File: src/rtl/eth_pkg.sv
// Shared Ethernet receive definitions: parser states, framing bytes,
// CRC-32 constants and the per-byte CRC update.
package eth_pkg;

  typedef enum logic [1:0] {
    ST_IDLE     = 2'd0,
    ST_PREAMBLE = 2'd1,
    ST_BODY     = 2'd2,
    ST_DROP     = 2'd3
  } rx_state_e;

  localparam logic [7:0]  PREAMBLE_BYTE = 8'h55;
  localparam logic [7:0]  SFD_BYTE      = 8'hD5;
  localparam logic [31:0] CRC_POLY      = 32'hEDB8_8320;
  localparam logic [31:0] CRC_INIT      = 32'hFFFF_FFFF;
  localparam logic [31:0] CRC_RESIDUE   = 32'hDEBB_20E3;
  localparam logic [47:0] BCAST_MAC     = 48'hFFFF_FFFF_FFFF;

  // Reflected CRC-32, data bits consumed LSB first.
  function automatic logic [31:0] crc32_byte(
    input logic [31:0] c,
    input logic [7:0]  d
  );
    logic [31:0] r;
    r = c;
    for (int i = 0; i < 8; i++) begin
      if (r[0] ^ d[i]) r = (r >> 1) ^ CRC_POLY;
      else             r = r >> 1;
    end
    return r;
  endfunction

  // Byte j of an address as it appears on the wire (byte 0 = MSB).
  function automatic logic [7:0] mac_byte(
    input logic [47:0] mac,
    input logic [2:0]  j
  );
    case (j)
      3'd0:    mac_byte = mac[47:40];
      3'd1:    mac_byte = mac[39:32];
      3'd2:    mac_byte = mac[31:24];
      3'd3:    mac_byte = mac[23:16];
      3'd4:    mac_byte = mac[15:8];
      default: mac_byte = mac[7:0];
    endcase
  endfunction

endpackage

File: src/rtl/crc32_d8.sv
// One-byte-per-cycle Ethernet CRC-32 register with synchronous clear
// and enable.
module crc32_d8
  import eth_pkg::*;
(
  input  logic        clk,
  input  logic        rst,
  input  logic        clr,
  input  logic        en,
  input  logic [7:0]  data,
  output logic [31:0] crc
);

  logic [31:0] crc_q;
  logic [31:0] crc_d;

  always_comb begin
    crc_d = crc_q;
    if (clr)     crc_d = CRC_INIT;
    else if (en) crc_d = crc32_byte(crc_q, data);
  end

  always_ff @(posedge clk) begin
    if (rst) crc_q <= CRC_INIT;
    else     crc_q <= crc_d;
  end

  assign crc = crc_q;

endmodule

File: src/rtl/mac_rx_parser.sv
// GMII receive parser: strips preamble/SFD, filters destination,
// checks FCS and length, streams dst..payload with a bad-frame flag.
module mac_rx_parser
  import eth_pkg::*;
#(
  parameter logic [47:0] LOCAL_MAC = 48'h00D0_0800_0002,
  parameter int          MIN_FRAME = 64,
  parameter int          MAX_FRAME = 1518
) (
  input  logic        rx_clk_in,
  input  logic        rx_rst_in,
  input  logic [7:0]  gmii_rxd_in,
  input  logic        gmii_rx_dv_in,
  input  logic        gmii_rx_er_in,
  output logic [7:0]  m_axis_tdata_out,
  output logic        m_axis_tvalid_out,
  output logic        m_axis_tlast_out,
  output logic        m_axis_tuser_out,
  output logic [15:0] frame_ok_cnt_out,
  output logic [15:0] frame_err_cnt_out
);

  localparam logic [15:0] MIN_LEN = 16'(MIN_FRAME);
  // Oversize frames are cut so that the final beat is beat MAX_FRAME.
  localparam logic [15:0] CUT_IDX = 16'(MAX_FRAME + 4);

  rx_state_e   state_q, state_d;
  logic [39:0] dly_q, dly_d;
  logic [15:0] cnt_q, cnt_d;
  logic        er_q, er_d;
  logic        uc_q, uc_d;
  logic        bc_q, bc_d;
  logic        ign_q, ign_d;
  logic [7:0]  tdata_q, tdata_d;
  logic        tvalid_q, tvalid_d;
  logic        tlast_q, tlast_d;
  logic        tuser_q, tuser_d;
  logic [15:0] ok_cnt_q, ok_cnt_d;
  logic [15:0] err_cnt_q, err_cnt_d;

  logic        crc_clr;
  logic        crc_en;
  logic [31:0] crc;

  crc32_d8 u_crc (
    .clk  (rx_clk_in),
    .rst  (rx_rst_in),
    .clr  (crc_clr),
    .en   (crc_en),
    .data (gmii_rxd_in),
    .crc  (crc)
  );

  always_comb begin
    state_d  = state_q;
    dly_d    = dly_q;
    cnt_d    = cnt_q;
    er_d     = er_q;
    uc_d     = uc_q;
    bc_d     = bc_q;
    ign_d    = ign_q;
    tdata_d  = 8'h00;
    tvalid_d = 1'b0;
    tlast_d  = 1'b0;
    tuser_d  = 1'b0;
    crc_clr  = 1'b0;
    crc_en   = 1'b0;

    unique case (state_q)
      ST_IDLE: begin
        // After reset, wait out any frame already in flight.
        if (!gmii_rx_dv_in) begin
          ign_d = 1'b0;
        end else if (!ign_q) begin
          if (gmii_rxd_in == PREAMBLE_BYTE) state_d = ST_PREAMBLE;
          else                              state_d = ST_DROP;
        end
      end

      ST_PREAMBLE: begin
        if (!gmii_rx_dv_in) begin
          state_d = ST_IDLE;
        end else if (gmii_rxd_in == SFD_BYTE) begin
          state_d = ST_BODY;
          dly_d   = '0;
          cnt_d   = '0;
          er_d    = 1'b0;
          uc_d    = 1'b1;
          bc_d    = 1'b1;
          crc_clr = 1'b1;
        end else if (gmii_rxd_in != PREAMBLE_BYTE) begin
          state_d = ST_DROP;
        end
      end

      ST_BODY: begin
        if (!gmii_rx_dv_in) begin
          state_d = ST_IDLE;
          if (cnt_q >= 16'd6) begin
            tvalid_d = 1'b1;
            tlast_d  = 1'b1;
            tdata_d  = dly_q[39:32];
            tuser_d  = er_q
                     | (crc != CRC_RESIDUE)
                     | (cnt_q < MIN_LEN);
          end
        end else begin
          crc_en = 1'b1;
          dly_d  = {dly_q[31:0], gmii_rxd_in};
          cnt_d  = cnt_q + 16'd1;
          er_d   = er_q | gmii_rx_er_in;
          if (cnt_q < 16'd6) begin
            uc_d = uc_q & (gmii_rxd_in
                 == mac_byte(LOCAL_MAC, cnt_q[2:0]));
            bc_d = bc_q & (gmii_rxd_in
                 == mac_byte(BCAST_MAC, cnt_q[2:0]));
          end
          if (!(uc_d | bc_d)) begin
            state_d = ST_DROP;
          end else if (cnt_q >= 16'd5) begin
            tvalid_d = 1'b1;
            tdata_d  = dly_q[39:32];
            if (cnt_q == CUT_IDX) begin
              tlast_d = 1'b1;
              tuser_d = 1'b1;
              state_d = ST_DROP;
            end
          end
        end
      end

      ST_DROP: begin
        if (!gmii_rx_dv_in) state_d = ST_IDLE;
      end

      default: state_d = ST_IDLE;
    endcase
  end

  always_comb begin
    ok_cnt_d  = ok_cnt_q;
    err_cnt_d = err_cnt_q;
    if (tlast_d) begin
      if (tuser_d) begin
        if (err_cnt_q != 16'hFFFF) err_cnt_d = err_cnt_q + 16'd1;
      end else begin
        if (ok_cnt_q != 16'hFFFF) ok_cnt_d = ok_cnt_q + 16'd1;
      end
    end
  end

  always_ff @(posedge rx_clk_in) begin
    if (rx_rst_in) begin
      state_q   <= ST_IDLE;
      dly_q     <= '0;
      cnt_q     <= '0;
      er_q      <= 1'b0;
      uc_q      <= 1'b0;
      bc_q      <= 1'b0;
      ign_q     <= 1'b1;
      tdata_q   <= '0;
      tvalid_q  <= 1'b0;
      tlast_q   <= 1'b0;
      tuser_q   <= 1'b0;
      ok_cnt_q  <= '0;
      err_cnt_q <= '0;
    end else begin
      state_q   <= state_d;
      dly_q     <= dly_d;
      cnt_q     <= cnt_d;
      er_q      <= er_d;
      uc_q      <= uc_d;
      bc_q      <= bc_d;
      ign_q     <= ign_d;
      tdata_q   <= tdata_d;
      tvalid_q  <= tvalid_d;
      tlast_q   <= tlast_d;
      tuser_q   <= tuser_d;
      ok_cnt_q  <= ok_cnt_d;
      err_cnt_q <= err_cnt_d;
    end
  end

  assign m_axis_tdata_out  = tdata_q;
  assign m_axis_tvalid_out = tvalid_q;
  assign m_axis_tlast_out  = tlast_q;
  assign m_axis_tuser_out  = tuser_q;
  assign frame_ok_cnt_out  = ok_cnt_q;
  assign frame_err_cnt_out = err_cnt_q;

endmodule

File: config.mk
export PLATFORM = sky130hd
export DESIGN_NAME = mac_rx_parser
export DESIGN_NICKNAME = d
export VERILOG_FILES = /design/src/rtl/eth_pkg.sv /design/src/rtl/crc32_d8.sv /design/src/rtl/mac_rx_parser.sv
export SDC_FILE = /design/constraint.sdc
export NUM_CORES = 1
export LEC_CHECK = 0
export BUFFER_PORTS_ARGS = -buffer_cell sky130_fd_sc_hd__buf_4
export CORE_UTILIZATION = 55
export CTS_CLUSTER_SIZE = 10
export DETAILED_ROUTE_END_ITERATION = 10
export GPL_TIMING_DRIVEN = 0
export MAX_ROUTING_LAYER = met4
export PLACE_DENSITY_LB_ADDON = 0.2
export SETUP_SLACK_MARGIN = 0.15
export SYNTH_ARGS = -nofsm -noshare
export SYNTH_HDL_FRONTEND = slang
export SYNTH_SLANG_ARGS = --single-unit
File: constraint.sdc
create_clock -name rx_clk_in -period 7.65 [get_ports rx_clk_in]
set_input_delay 1.1475 -clock rx_clk_in [delete_from_list [all_inputs] [get_ports rx_clk_in]]
set_output_delay 1.1475 -clock rx_clk_in [all_outputs]
set_load 0.01 [all_outputs]
==> impl_metrics.ini, run 1 <==
[status]
run_status = complete, no violations

[global_route]
antenna_found_initial = 0
grt_overflow = 0
grt_use_total_pct = 28.5
grt_start_max_net_pins = 17
grt_pass1_wl_um = 27200
grt_pass1_vias = 5520

[sta]
tns_ns = 0
finClkSkew_ns = 0.0124
post-route-period-util_pct = 44.0
fmax_ghz = 0.297
report.final.setup_viol = 0
max_slew.worst_pin.slew_ns = 0.972
hold_violations = 0
rsz0062_at_grt = no
min_period_ns = 3.36
finalMaxSlewViolations = 0
max-slew-margin-rel_pct = 34.8

[power]
p_leak_nw = 2.81
cellPowerDensity_nw_per_um2 = 231
vdd_drop_max_uv = 223

[placed_design]
portBuffers = 52
dp_hpwl_um = 11900
dpl_cell_area_um2 = 7060
place_congestion = 0.908

[detailed_routing]
avgViaCountPerCell = 5.92
drt_first_iter_violations = 532
drc = 0
first_pass_iters = 5
drt-total-wl_um = 16500
ant_nets = 0
vias = 5839
wl_per_cell_um = 16.7

[synthesis]
synth-seq-cells = 137
synth_top_area_share_pct = 42.3
yosysUniqueCellTypes = 66
synth_seq_area_share_pct = 42.3
async_reset_ff_share_pct = 0
ys_top_cells_by_area = dfxtp_1 42%, xnor2_1 7.7%, nand2_1 5.6%, a21oi_1 5.1%, nand3_1 5.0%
postSynthCellCount = 761
ys.warnings.count = 0
syn_nets = 779
avgSynthCellArea_um2 = 8.53
ys.flop_type = dfxtp_1
synthesis.area_um2 = 6490
synth_edf_count = 0
synth_area_leader_cell = dfxtp_1

[clock_tree]
clock_path_buffers = 2
cts_resized = 0
root_buffer = clkbuf_16
cts_tree = yes
holdBufCountCts = 0
post_cts_buffers = 0
htree_levels = 4
clock_latency_ns = 0.44
cts_buffers = 17
clkSlewWorstSetupHoldPaths_ns = 0.06
clock_sink_count = 137

[floorplan]
die_h_um = 111
rows = 39
dieWidth_um = 111
initial_core_util_pct = 56.6
die_area_um2 = 12200
core_um2 = 11500
io_pins = 55

[layout]
fillers = 933
antenna_cells = 0
area_growth_pct = 18.0
layout.cells.most_common = dfxtp_1
nNetsFinal = 850
drive_above_1_share_pct = 12.2
regArea_um2 = 2740
layout_common_cells = 137 x dfxtp_1, 97 x nand2_1, 66 x a21oi_1
fin_area_um2 = 7660
multi_input_area_um2 = 3500

[setup_path]
endpoint_kind = register
crit_required_ns = 7.97
worst-setup-path-type = input port to register
start_kind = input port
crit_arrival_ns = 3.68
path_max_fanout = 10

[run]
max_cap_violations = 0

[hold_path]
hp-class = register to register
==> Yosys cell counts (10+ instances only) <==
cell,instances
and3_1,12
nor4_1,10
xor2_1,24
xnor2_1,57
o21ai_0,13
a21oi_1,66
nor3_1,15
and2_1,13
o211ai_1,34
dfxtp_1,137
inv_1,13
nor2_1,52
nand3_1,65
clkbuf_1,38
nand2_1,97
==> final timing paths <==
check	to	depth (start not counted)	from	slack [ns]
setup / recovery	frame_err_cnt_out[7]	9	gmii_rxd_in[5]	4.29
hold / removal	m_axis_tdata_out[3]	1	dly_q[35]	0.46
setup reg to reg	frame_err_cnt_out[7]	10	cnt_q[1]	4.41
hold reg to reg	m_axis_tdata_out[3]	1	dly_q[35]	0.46
==> where the power goes <==
part | switching [W] | internal (W)
Clock | 0.000301 | 0.000550
Sequential | 0.0000102 | 0.000724
Combinational | 0.000111 | 0.0000727
Total | 0.000422 | 0.00135
==> kinds of logic (layout without fill, tap and decap cells) <==
family	after synthesis	after routing	synth area share, %
AOI/OAI and AO/OA	147	147	14.6
xor gates and xnor gates	81	81	10.9
adders and majority gates	6	6	1.16
buffers and inverters	59	141	3.80
DFF	137	137	42.3
muxes	7	7	1.43
and+or+nand+nor	324	324	25.8
==> registers in the layout, summed over array words and instances, names as in the netlist <==
name and count:
bc_q 1, cnt_q 16, dly_q 40, er_q 1, frame_err_cnt_out 16, frame_ok_cnt_out 16, ign_q 1, m_axis_tdata_out 8
m_axis_tlast_out 1, m_axis_tuser_out 1, m_axis_tvalid_out 1, state_q 2, u_crc.crc 32, uc_q 1
==> routing by layer <==
| metal | share of wire, % | track usage (%) | vias up |
|---|---|---|---|
| li1 | - | - | 2819 |
| met1 | 45 | 34.8 | 2826 |
| met2 | 49 | 45.7 | 167 |
| met3 | 4.7 | 6.70 | 27 |
| met4 | 1.6 | 10.7 | 0 |
| met5 | 0 | - | - |
==> through the flow <==
stage	power [W]	utilization [%]	std cells	hold slack [ns]	setup WS, ns
3_5_place_dp	0.000928	61.6	956	0.446	3.87
6_report	0.00177	66.8	986	0.455	4.29
2_1_floorplan	0.000884	-	761	0.429	4.29
5_1_grt	0.00182	66.8	986	0.470	4.22
3_3_place_gp	0.000924	61.6	956	0.443	3.91
4_1_cts	0.00177	66.8	986	0.454	4.32
==> final cells by class <==
type,instances,share of cell area (%)
multi-input cells,565,45.7
flip-flops and latches,137,35.8
clock buffers,23,5.98
repair buffers,52,5.09
plain buffers,46,2.58
well taps,143,2.34
clock inverters,7,1.88
inverters,13,0.637
==> worst max-delay path, cell delays in order <==
cell and delay, ns:
buf_4 0.14, nand4b_1 0.16, or4_4 0.42, a2111o_1 0.48
a31oi_2 0.36, o21ai_4 0.13, buf_6 0.16, nor4b_2 0.34
mux2_4 0.33
No activity file was read; power rests on OpenSTA's default activity.
==> run 2, diff against run 1 <==
- clock period: 7.65 -> 3.1 ns (I/O delays scaled with it)
==> impl_metrics.ini, run 2 (synthesis results as in run 1) <==
[setup_path]
path_max_fanout = 10
start_kind = register
worst-setup-path-type = register to register
crit_arrival_ns = 3.25
crit_required_ns = 3.47
endpoint_kind = register

[global_route]
grt_pass1_wl_um = 27200
grt_use_total_pct = 28.5
gr-usage-met3_pct = 6.59
grt_pass1_vias = 5511
busiest_layer = met2
gr-usage-met2_pct = 45.7
grt_start_max_net_pins = 17
grt_overflow = 0
antenna_found_initial = 0
grtUsageMet1_pct = 35.0

[detailed_routing]
drt-total-wl_um = 16800
avgViaCountPerCell = 5.92
drc = 0
wl_per_cell_um = 16.9
drt_first_iter_violations = 576
first_pass_iters = 5
vias = 5885
ant_nets = 0

[layout]
drive_above_1_share_pct = 14.1
regMostFlops = dly_q
nNetsFinal = 858
layout.cells.most_common = dfxtp_1
area_growth_pct = 20.5
layout_common_cells = 135 x dfxtp_1, 97 x nand2_1, 65 x nand3_1
largest_reg_flops = 40
fin_util_pct = 68.2
fillers = 914
antenna_cells = 0

[clock_tree]
cts_tree = yes
htree_levels = 4
clkSlewWorstSetupHoldPaths_ns = 0.06
cts_buffers = 17
clock_path_buffers = 2
root_buffer = clkbuf_16
clock_latency_ns = 0.44
clock_sink_count = 137

[sta]
max_slew.worst_pin.slew_ns = 0.966
hold_violations = 0
report.final.setup_viol = 0
finalMaxSlewViolations = 0
rsz0062_at_grt = no
tns_ns = 0
min_period_ns = 2.89
max-slew-margin-rel_pct = 35.2
fmax_ghz = 0.347
finClkSkew_ns = 0.0152
post-route-period-util_pct = 93.1

[floorplan]
die_h_um = 111
io_pins = 55
initial_core_util_pct = 56.6
core_um2 = 11500
dieWidth_um = 111
die_area_um2 = 12200
rows = 39

[placed_design]
portBuffers = 52
place_congestion = 0.908
dp_hpwl_um = 11900

[status]
run_status = complete, no violations

[power]
vdd_drop_max_uv = 548
p_leak_nw = 2.86
p_total_w = 0.00437
cellPowerDensity_nw_per_um2 = 559

[run]
max_cap_violations = 0

[hold_path]
hp-class = input port to register
## run 2: cell count changes in the layout (fill, tap and decap cells not counted), moves of 2 or more
cell and delta:
o31ai_4 +2, a21oi_1 -3, a21oi_2 +3, buf_4 +7, dfxtp_4 +2, dfxtp_1 -2
o31ai_2 -2
## run 2: repair_timing
item / CTS / global route
pin swaps: 2 / 7
hold buffers: 0 / 0
setup endpoints to repair: 22 / 31
buffers inserted: 0 / 8
gates resized for setup: 5 / 14
## run 2: final timing paths
| kind | start | endpoint | slack (ns) | cells after the start |
|---|---|---|---|---|
| max | cnt_q[1] | frame_err_cnt_out[13] | 0.21 | 10 |
| max reg2reg | cnt_q[1] | frame_err_cnt_out[13] | 0.21 | 10 |
| min reg2reg | dly_q[35] | m_axis_tdata_out[3] | 0.45 | 1 |
| min | gmii_rx_er_in | er_q | 0.28 | 3 |
## run 2: final cells by class
class	count	area, µm²	share of cell area, %
Buffer	46	200	2.56
Clock buffer	23	458	5.85
Clock inverter	7	144	1.84
Inverter	13	48.8	0.624
Multi-Input combinational cell	565	3580	45.8
Sequential cell	137	2750	35.2
Tap cell	143	179	2.29
Timing Repair Buffer	60	463	5.92
## run 2: report_power, final
| part | switching, W | internal (W) |
|---|---|---|
| sequential | 0.0000252 | 0.00179 |
| clock | 0.000749 | 0.00136 |
| combinational | 0.000276 | 0.000181 |
| total | 0.00105 | 0.00332 |
## run 2: per-layer routing
metal	vias up	wire [µm]
li1	2833	-
met1	2830	7360
met2	190	8230
met3	32	876
met4	0	344
met5	-	0
## run 2: critical path, cell delays in order (launching register included)
cell and delay [ns]:
dfxtp_4 0.36, inv_2 0.07, ha_4 0.15, nand2b_4 0.05, or4_4 0.47, a2111o_1 0.50, a31oi_4 0.28, o21ai_4 0.11
buf_6 0.16, or4b_1 0.52, a21oi_2 0.14
## run 2: stage by stage
step	hold slack (ns)	cell area, µm²	cells	worst slack, ns
CTS	0.273	7680	986	0.130
global placement	0.443	7060	956	-0.0313
global route	0.287	7820	994	0.126
finish	0.275	7820	994	0.214
detailed placement	0.446	7060	956	-0.0697
floorplan	0.429	6490	761	0.259
==> run 3, diff against run 2 <==
- CORE_MARGIN: default -> 2
- REMOVE_ABC_BUFFERS: default -> 1
==> impl_metrics.ini, run 3 (synthesis results as in run 1) <==
[global_route]
grt_pass1_vias = 5287
antenna_found_initial = 0
grt_use_total_pct = 24.8
grt_overflow = 0
grt_start_max_net_pins = 99
grt_pass1_wl_um = 24900

[status]
run_status = complete, no violations

[sta]
max_slew.worst_pin.slew_ns = 1.18
finalMaxSlewViolations = 0
report.final.setup_viol = 0
rsz0062_at_grt = yes
hold_violations = 0
setup_ws_ns = 0.159
finClkSkew_ns = 0.00592
min_period_ns = 2.94
post-route-period-util_pct = 94.9
max-slew-margin-rel_pct = 21.2
fmax_ghz = 0.340

[layout]
drive_above_1_share_pct = 16.4
area_growth_pct = 19.8
antenna_cells = 0
layout_common_cells = 134 x dfxtp_1, 97 x nand2_1, 66 x a21oi_1, 66 x buf_4, 65 x nand3_1
regMostFlops = dly_q
regArea_um2 = 2750
largest_reg_flops = 40
nNetsFinal = 828
multi_input_area_um2 = 3600
layout.cells.most_common = dfxtp_1
fillers = 910
fin_area_um2 = 7770

[setup_path]
endpoint_kind = register
crit_required_ns = 3.41
path_max_fanout = 8
crit_slowest_cell = or4b_4
cpPeakStageDelay_ns = 0.55
path_buf_inv = 2
worst-setup-path-type = register to register
crit_arrival_ns = 3.25
start_kind = register
cp_top_family = simple AND/OR/NAND/NOR gates
path_cells = or4_4, or4b_4, o21ai_1, a31oi_4, buf_12, buf_4, o21a_1, nand3b_1, mux2_1

[floorplan]
die_h_um = 113
die_area_um2 = 12700
initial_core_util_pct = 56.6
core_um2 = 11500
dieWidth_um = 113
rows = 39
io_pins = 55

[placed_design]
dpl_cell_area_um2 = 7020
dp_hpwl_um = 9500
place_ws_ns = -0.347
portBuffers = 54
place_congestion = 0.886

[clock_tree]
clock_path_buffers = 2
clock_sink_count = 137
cts_tree = yes
cts_buffers = 17
clkSlewWorstSetupHoldPaths_ns = 0.06
root_buffer = clkbuf_16
htree_levels = 4
clock_latency_ns = 0.43

[detailed_routing]
vias = 5653
avgViaCountPerCell = 5.85
drc = 0
drt-total-wl_um = 15200
ant_nets = 0
first_pass_iters = 5
wl_per_cell_um = 15.7
drt_first_iter_violations = 483

[power]
p_leak_nw = 2.86
cellPowerDensity_nw_per_um2 = 527
vdd_drop_max_uv = 458

[hold_path]
hp-class = input port to register

[run]
max_cap_violations = 0
[run 3: metal layers]
metal / track usage [%] / vias to the layer above / wire length, µm
li1: - / 2782 / -
met1: 31.3 / 2683 / 6910
met2: 38.4 / 159 / 7230
met3: 6.86 / 29 / 762
met4: 8.46 / 0 / 252
met5: - / - / 0
[run 3: what timing repair did]
action / 4_1_cts / 5_1_grt
resized for setup: 11 / 5
gates cloned: 2 / 0
hold buffers: 0 / 0
buffers inserted: 7 / 6
pin swaps: 2 / 8
endpoints found under the setup margin: 36 / 27
[run 3: cell type report]
| class | instances | share of cell area (%) |
|---|---|---|
| clock buffers | 22 | 6.10 |
| clock inverters | 10 | 0.901 |
| inverters | 13 | 0.628 |
| multi-input cells | 567 | 46.3 |
| flip-flops and latches | 137 | 35.3 |
| well taps | 143 | 2.30 |
| repair buffers | 74 | 8.42 |
[run 3: stage by stage]
stage	power, W	hold WS, ns	cells	setup TNS [ns]	utilization [%]
after floorplan	0.00216	0.426	715	-62.96	-
after global placement	0.00227	0.436	912	-220.02	60.0
after detailed placement	0.00228	0.444	919	-5.59	61.2
after CTS	0.00412	0.292	960	0	67.1
after global routing	0.00424	0.338	966	0	67.8
final	0.00410	0.310	966	0	67.8
[run 3: worst paths after layout]
kind	end	cells past startpoint	slack, ns	from
hold reg to reg	dly_q[37]	2	0.45	dly_q[29]
hold / removal	er_q	3	0.31	gmii_rx_er_in
setup / recovery	frame_err_cnt_out[4]	9	0.16	cnt_q[9]
setup reg to reg	frame_err_cnt_out[4]	9	0.16	cnt_q[9]
[run 3: power breakdown]
group          switching [W]  total [W]  leakage, nW  internal [W]
registers          0.0000237    0.00181         1.11       0.00179
clock network       0.000759    0.00184        0.255       0.00108
logic               0.000264   0.000448         1.49      0.000184
[run 3: worst register-to-register path: stages (launching register included)]
cell	delay (ns)
dfxtp_2	0.36
or4_4	0.53
or4b_4	0.55
o21ai_1	0.29
a31oi_4	0.14
buf_12	0.16
buf_4	0.13
o21a_1	0.23
nand3b_1	0.11
mux2_1	0.31
